==> src/rtl/lsu_mem_adapter.sv <==
// Load/store adapter between the MEM stage and the word-addressed mem_ctrl memory.
// Sub-word loads are extracted and extended; sub-word stores are read-modify-write.
module lsu_mem_adapter #(
    parameter int unsigned DEPTH  = 16,
    parameter int unsigned WIDTH  = 32,
    parameter int unsigned ADDR_W = $clog2(DEPTH) + 2
) (
    input  logic              clk,
    input  logic              rstn,
    input  logic              req_valid,
    output logic              req_ready,
    input  logic              req_we,
    input  logic [1:0]        req_size,
    input  logic              req_unsigned,
    input  logic [ADDR_W-1:0] req_addr,
    input  logic [WIDTH-1:0]  req_wdata,
    output logic              resp_valid,
    output logic [WIDTH-1:0]  resp_rdata,
    output logic              resp_err,
    output logic              mem_we,
    output logic              mem_re,
    output logic [ADDR_W-3:0] mem_waddr,
    output logic [ADDR_W-3:0] mem_raddr,
    output logic [WIDTH-1:0]  mem_wdata,
    input  logic              mem_ready,
    input  logic [WIDTH-1:0]  mem_rdata
);

    localparam int unsigned IDX_W = ADDR_W - 2;

    localparam logic [1:0] SZ_BYTE = 2'd0;
    localparam logic [1:0] SZ_HALF = 2'd1;
    localparam logic [1:0] SZ_WORD = 2'd2;

    typedef enum logic [2:0] {
        S_IDLE,
        S_RD,
        S_WR,
        S_RMW_RD,
        S_RMW_WR,
        S_RESP
    } state_t;

    // Request fields still needed after the memory access starts.
    typedef struct packed {
        logic [1:0]  size;
        logic        uns;
        logic [1:0]  lane;
        logic [15:0] wdata;
    } req_t;

    state_t            state_q;
    req_t              req_q;
    logic              req_err_c;
    logic [IDX_W-1:0]  req_idx_c;
    logic [WIDTH-1:0]  load_d;
    logic [WIDTH-1:0]  merge_d;
    logic [7:0]        rd_byte_c;
    logic [15:0]       rd_half_c;

    assign req_idx_c = req_addr[ADDR_W-1:2];

    // Illegal size or misaligned address for the requested size.
    always_comb begin
        req_err_c = 1'b0;
        case (req_size)
            SZ_BYTE: req_err_c = 1'b0;
            SZ_HALF: req_err_c = req_addr[0];
            SZ_WORD: req_err_c = |req_addr[1:0];
            default: req_err_c = 1'b1;
        endcase
    end

    // Lane extraction and extension of the word returned by memory.
    always_comb begin
        rd_byte_c = mem_rdata[{req_q.lane, 3'b000} +: 8];
        rd_half_c = mem_rdata[{req_q.lane[1], 4'b0000} +: 16];
        load_d    = mem_rdata;
        case (req_q.size)
            SZ_BYTE: load_d = req_q.uns ? {{(WIDTH-8){1'b0}}, rd_byte_c}
                                        : {{(WIDTH-8){rd_byte_c[7]}}, rd_byte_c};
            SZ_HALF: load_d = req_q.uns ? {{(WIDTH-16){1'b0}}, rd_half_c}
                                        : {{(WIDTH-16){rd_half_c[15]}}, rd_half_c};
            default: load_d = mem_rdata;
        endcase
    end

    // Old word with only the addressed lane(s) replaced by the store data.
    always_comb begin
        merge_d = mem_rdata;
        if (req_q.size == SZ_BYTE) begin
            merge_d[{req_q.lane, 3'b000} +: 8] = req_q.wdata[7:0];
        end else begin
            merge_d[{req_q.lane[1], 4'b0000} +: 16] = req_q.wdata;
        end
    end

    always_ff @(posedge clk) begin
        if (rstn) begin
            state_q    <= S_IDLE;
            req_q      <= '0;
            req_ready  <= 1'b1;
            resp_valid <= 1'b0;
            resp_rdata <= '0;
            resp_err   <= 1'b0;
            mem_we     <= 1'b0;
            mem_re     <= 1'b0;
            mem_waddr  <= '0;
            mem_raddr  <= '0;
            mem_wdata  <= '0;
        end else begin
            resp_valid <= 1'b0;
            case (state_q)
                S_IDLE: begin
                    if (req_valid && req_ready) begin
                        req_ready   <= 1'b0;
                        req_q.size  <= req_size;
                        req_q.uns   <= req_unsigned;
                        req_q.lane  <= req_addr[1:0];
                        req_q.wdata <= req_wdata[15:0];
                        if (req_err_c) begin
                            state_q    <= S_RESP;
                            resp_valid <= 1'b1;
                            resp_err   <= 1'b1;
                            resp_rdata <= '0;
                        end else if (!req_we) begin
                            state_q   <= S_RD;
                            mem_re    <= 1'b1;
                            mem_raddr <= req_idx_c;
                        end else if (req_size == SZ_WORD) begin
                            state_q   <= S_WR;
                            mem_we    <= 1'b1;
                            mem_waddr <= req_idx_c;
                            mem_wdata <= req_wdata;
                        end else begin
                            state_q   <= S_RMW_RD;
                            mem_re    <= 1'b1;
                            mem_raddr <= req_idx_c;
                            mem_waddr <= req_idx_c;
                        end
                    end
                end
                S_RD: begin
                    if (mem_ready) begin
                        state_q    <= S_RESP;
                        mem_re     <= 1'b0;
                        resp_valid <= 1'b1;
                        resp_err   <= 1'b0;
                        resp_rdata <= load_d;
                    end
                end
                S_RMW_RD: begin
                    if (mem_ready) begin
                        state_q   <= S_RMW_WR;
                        mem_re    <= 1'b0;
                        mem_wdata <= merge_d;
                    end
                end
                S_RMW_WR: begin
                    // First cycle here is the idle gap between the read and the write.
                    if (!mem_we) begin
                        mem_we <= 1'b1;
                    end else if (mem_ready) begin
                        state_q    <= S_RESP;
                        mem_we     <= 1'b0;
                        resp_valid <= 1'b1;
                        resp_err   <= 1'b0;
                        resp_rdata <= '0;
                    end
                end
                S_WR: begin
                    if (mem_ready) begin
                        state_q    <= S_RESP;
                        mem_we     <= 1'b0;
                        resp_valid <= 1'b1;
                        resp_err   <= 1'b0;
                        resp_rdata <= '0;
                    end
                end
                S_RESP: begin
                    state_q    <= S_IDLE;
                    req_ready  <= 1'b1;
                    resp_err   <= 1'b0;
                    resp_rdata <= '0;
                end
                default: begin
                    state_q   <= S_IDLE;
                    req_ready <= 1'b1;
                    mem_we    <= 1'b0;
                    mem_re    <= 1'b0;
                end
            endcase
        end
    end

endmodule

==> config.mk <==
export PLATFORM = sky130hd
export DESIGN_NAME = lsu_mem_adapter
export DESIGN_NICKNAME = d
export VERILOG_FILES = /design/src/rtl/lsu_mem_adapter.sv
export SDC_FILE = /design/constraint.sdc
export NUM_CORES = 1
export LEC_CHECK = 0
export BUFFER_PORTS_ARGS = -buffer_cell sky130_fd_sc_hd__buf_4
export CORE_MARGIN = 5
export CORE_UTILIZATION = 54
export CTS_BUF_LIST = sky130_fd_sc_hd__clkbuf_16
export CTS_CLUSTER_SIZE = 30
export DETAILED_ROUTE_END_ITERATION = 10
export PLACE_DENSITY = 0.81
export SYNTH_ARGS = -nofsm -noshare
export SYNTH_HDL_FRONTEND = slang
export SYNTH_SLANG_ARGS = --single-unit
==> constraint.sdc <==
create_clock -name clk -period 3.75 [get_ports clk]
set_clock_uncertainty 0.15 [all_clocks]
set_input_delay 0.1875 -clock clk [delete_from_list [all_inputs] [get_ports clk]]
set_output_delay 0.1875 -clock clk [all_outputs]
set_load 0.005 [all_outputs]
-- Word level (Yosys, flattened, before mapping)
Cells that the tools add are included.
- flip-flop bits (word level): 101
- input bits: 78
- word-level logic and storage cells: 123
- $add $sub $neg: 2
- eq/ne operators: 20
- shift operators: 6
- multiplexer cells: 54
- bitwise gates (word level): 4
- reductions and logical operators: 23
- operator list (kind ; number):
    32-bit 2-to-1 mux ; 13
    32-bit case mux with 5 select lines ; 1
    32-bit case mux with 2 select lines ; 2
    32-bit bitwise mux ; 2
    16-bit by 7-bit variable shift with 32-bit output, first input constant ; 1
    8-bit by 7-bit variable shift with 32-bit output, first input constant ; 1
    16-bit by 7-bit indexed part select with 32-bit output ; 1
    32-bit by 6-bit indexed part select with 16-bit output ; 1
    32-bit by 6-bit indexed part select with 8-bit output ; 1
    8-bit by 7-bit indexed part select with 32-bit output ; 1
    1-bit 2-to-1 mux ; 21
    2-bit != test, second input constant ; 10
    3-bit 2-to-1 mux ; 5
    5-bit negation with 7-bit output ; 2
    3-bit case mux with 4 select lines ; 1
    4-bit AND reduction ; 3
    6-bit AND reduction ; 2
    5-bit AND reduction ; 2
    1-bit case mux with 3 select lines ; 3
    4-bit 2-to-1 mux ; 2
    1-bit case mux with 4 select lines ; 2
    3-bit by 2-bit == test with 1-bit output, second input constant ; 2
    3-bit == test, second input constant ; 2
    2-bit OR reduction ; 3
    other kinds (18) ; 25

-- Longest topological paths before layout
- depth after elaboration: 6
- depth in mapped cells: 11
- depth with buffers taken out: 6

-- Least setup slack after synthesis
No wires, ideal clock.
- kind: register to register
- start: reg req_q[17] (netlist bit)
- end: reg mem_wdata[15]
- arrival: 2747 ps
- required time: 3509 ps
- slack: 762 ps
- cell stages (with the launch flop): 12
- cells stage by stage: dfxtp_1 > buf_2 > buf_4 > buf_2 > clkinv_1 > ha_1 > or3b_2 > clkbuf_1 > buf_2 > o22ai_1 > o21ai_0 > a311oi_1
- word-level cells in the longest chain between the ends: 6
- RTL lines (what ; line ; text):
    start: declaration ; 53 ; req_t req_q;
    5-bit negation with 7-bit output (on tied branches) ; 94, 92 ;
    16-bit by 7-bit indexed part select with 32-bit output, or another cell as far along ; 94 ; merge_d[{req_q.lane[1], 4'b0000} +: 16] = req_q.wdata;
    32-bit bitwise mux (on tied branches) ; 94, 92 ;
    32-bit 2-to-1 mux (*) ; 91 ; if (req_q.size == SZ_BYTE) begin
    32-bit 2-to-1 mux (*) ; 153 ; if (mem_ready) begin
    32-bit case mux with 2 select lines (*) ; 113 ; case (state_q)
    end signal: assignment ; 134 ; mem_wdata <= req_wdata;
    end signal: assignment ; 156 ; mem_wdata <= merge_d;
    end: declaration ; 24 ; output logic [WIDTH-1:0] mem_wdata,
Mark *: on every way between the ends. The rest lies on a longest branch, timed or not. The select of a mux whose other input is x is not followed.
A chain may end at the register's enable or synchronous reset.

-- Final worst setup path
- start: reg req_q[17] (netlist bit)
- end: reg mem_wdata[27]
Same word-level chain as after synthesis.

==> flow_metrics.tcl <==
set metrics [dict create \
    path_clk_slew_ns 0.07 \
    drc 0 \
    worst_slew_pin_slew_ns 1.26 \
    whs_endpoint "resp_rdata[16]" \
    fp.dieW_um 118 \
    synth_nets 893 \
    setup_viol 0 \
    synth-seq-cells 101 \
    relSlewSlack 0.163 \
    core_area_sq_um 11500 \
    io_pins 155 \
    finalPower_w 0.00442 \
    power.density_nw_per_um2 551 \
    port_buffers 154 \
    routedWlPerCell_um 21.1 \
    p_leak_nw 3.07 \
    antenna_left 0 \
    endpoint_kind "register" \
    path_max_fanout 53 \
    clock_sinks 101 \
    r2r_slack_ns 0.97 \
    syn-cell-area_sq_um 6320 \
    reg2reg_depth 6 \
    cts_resized 0 \
    outcome "completed" \
    cts_made_buffers 9 \
    multi_input_area_sq_um 3760 \
    crit_type "reg -> reg" \
    maxCapViolations 0 \
    drv_slew 0 \
    vias 7182 \
    cts_tree "done" \
    synth_edf_count 0 \
    synth_cell_types 53 \
    cp-start-kind "register" \
    rsz0062_at_grt "false" \
    routed_wl_um 22900 \
    arrival_ns 2.89 \
    vias_per_cell 6.63 \
    cts-htree-levels 3 \
    min_period_ns 2.78 \
    fmax_mhz 360 \
    syn_avg_cell_area_sq_um 7.80 \
    hpwl_um 15500 \
    antenna_found_initial 1 \
    min_path_cells 3 \
    synth_cells 810 \
    fin_setup_tns_ns 0 \
    die_height_um 118 \
    grt_pass1_vias 6831 \
    worstReg2RegEnd "mem_wdata[27]" \
    required_ns 3.86 \
    synthFlopType "dfxtp_1" \
    gp_congestion 0.928 \
    insertion_delay_ns 0.36 \
    grtUsageTotal 0.315 \
    ys_seq_area_frac 0.320 \
    ff_latch_area_sq_um 2020 \
    worstHoldPathType "in -> reg" \
    grt_pass1_wl_um 36400 \
    yosysWarnings 0 \
    hold_path_startpoint "mem_rdata[16]" \
    initialDrtViolationCount 926 \
    final_common_cell "buf_4" \
    firstDrtPassIters 5 \
    final-hold-violation-count 0 \
    floorplan.initialDensity 0.551 \
    nets 1020 \
    post_route_cells_drive_above_1_share 0.217 \
    reg2reg_from "req_q[17]" \
    fillers 914 \
    finalCritPeriodShare 0.741 \
    ys_async_sr_fraction 0 \
    mostFrequentLayoutCells "buf_4 (169), dfxtp_1 (100), nand2_1 (96), a21oi_1 (78), nand3_1 (60)" \
    root_buffer "clkbuf_16" \
    final_core_util 0.699 \
    grt_max_degree 73 \
    syn_to_final_growth_pct 26.9 \
    dieArea_sq_um 14000 \
    rows 39 \
    cts_buffer_depth 2 \
    overflow 0 \
    irDropWorstVdd_uv 336 \
]
## synth_stat cells, types with 2 or more instances
cell | count | area (sq um)
nor3_1 | 36 | 180
a2111oi_0 | 2 | 17.5
a221o_1 | 8 | 80.1
a21oi_1 | 78 | 390
buf_6 | 9 | 101
nand3b_1 | 19 | 143
inv_1 | 28 | 105
nand3_1 | 60 | 300
a221oi_1 | 9 | 78.8
o32ai_1 | 8 | 70.1
ha_1 | 5 | 62.6
buf_4 | 3 | 22.5
nor2b_1 | 4 | 25.0
o211ai_1 | 41 | 308
a31oi_1 | 2 | 12.5
a311oi_1 | 32 | 280
buf_2 | 13 | 65.1
o22ai_1 | 17 | 106
nand2_1 | 96 | 360
dfxtp_1 | 101 | 2020
buf_1 | 13 | 48.8
clkbuf_1 | 56 | 210
nand2b_1 | 2 | 12.5
nor2_1 | 21 | 78.8
or2_2 | 4 | 25.0
mux2i_1 | 40 | 400
o21ai_0 | 35 | 175
nor4_4 | 2 | 42.5
o2111ai_1 | 27 | 236
a211o_1 | 9 | 78.8
mux2_2 | 8 | 90.1
## final cells by class
type	instances	share of cell area
diodes	1	0.000312
clock inverters	4	0.00546
clock buffers	9	0.0281
multi-input cells	586	0.469
flip-flops and latches	101	0.252
inverters	29	0.0136
repair buffers	210	0.209
well taps	143	0.0223
## through the flow
step / std cells / area, sq um / hold slack [ns] / setup slack (ns)
4_1_cts: 1082 / 8020 / 0.0209 / 1.06
3_5_place_dp: 1028 / 7340 / 0.292 / 1.08
6_report: 1083 / 8020 / 0.0279 / 0.970
2_1_floorplan: 810 / 6320 / 0.173 / 0.762
5_1_grt: 1083 / 8020 / 0.0249 / 0.827
3_3_place_gp: 1028 / 7340 / 0.277 / 1.20
## power breakdown
| part | internal (W) | switching (W) |
|---|---|---|
| logic | 0.000786 | 0.00121 |
| clock network | 0.000501 | 0.000404 |
| registers | 0.00127 | 0.000246 |
| total | 0.00256 | 0.00186 |
## state kept, by name, summed over array words and instances, names as in the netlist, 3 cells and up
name / flops
mem_waddr: 4
mem_raddr: 4
state_q: 3
resp_rdata: 32
req_q: 21
mem_wdata: 32
## what timing repair did
action,CTS,global route
hold buffers,41,0
setup buffers,0,0
endpoints found under the hold margin,60,0
## worst max path at each step
stage / start / end / cells after the start / slack [ns]
floorplan: req_q[17] / mem_wdata[15] / 11 / 0.76
global placement: req_q[17] / resp_rdata[10] / 5 / 1.20
detailed placement: req_q[17] / mem_wdata[28] / 6 / 1.08
CTS: req_q[17] / mem_wdata[28] / 6 / 1.06
global route: req_q[17] / mem_wdata[27] / 6 / 0.83
finish: req_q[17] / mem_wdata[27] / 6 / 0.97
## worst max-delay path: stages, from the launching register on
cell      delay [ns]
dfxtp_2         0.33
buf_4           0.62
ha_1            0.47
nand2b_1        0.25
o32ai_1         0.38
o21ai_0         0.15
a311oi_1        0.32
## cells by family (layout without fill, tap and decap cells)
kind of cell               count (synthesis)  count (layout)  synth area share
AOI/OAI and AO/OA                        275             275             0.300
xor gates and xnor gates                   1               1           0.00139
adders and majority gates                  5               5           0.00990
buffers and inverters                    123             252            0.0881
DFF                                      101             101             0.320
muxes                                     49              49            0.0812
other                                      0               1                 0
and+or+nand+nor                          256             256             0.200
## layer usage
metal / part of all wire / global-route usage
met5: 0 / 0
met3: 0.097 / 0.0630
met1: 0.39 / 0.402
met2: 0.48 / 0.515
met4: 0.033 / 0.138
(Power assumes the default switching activity.)
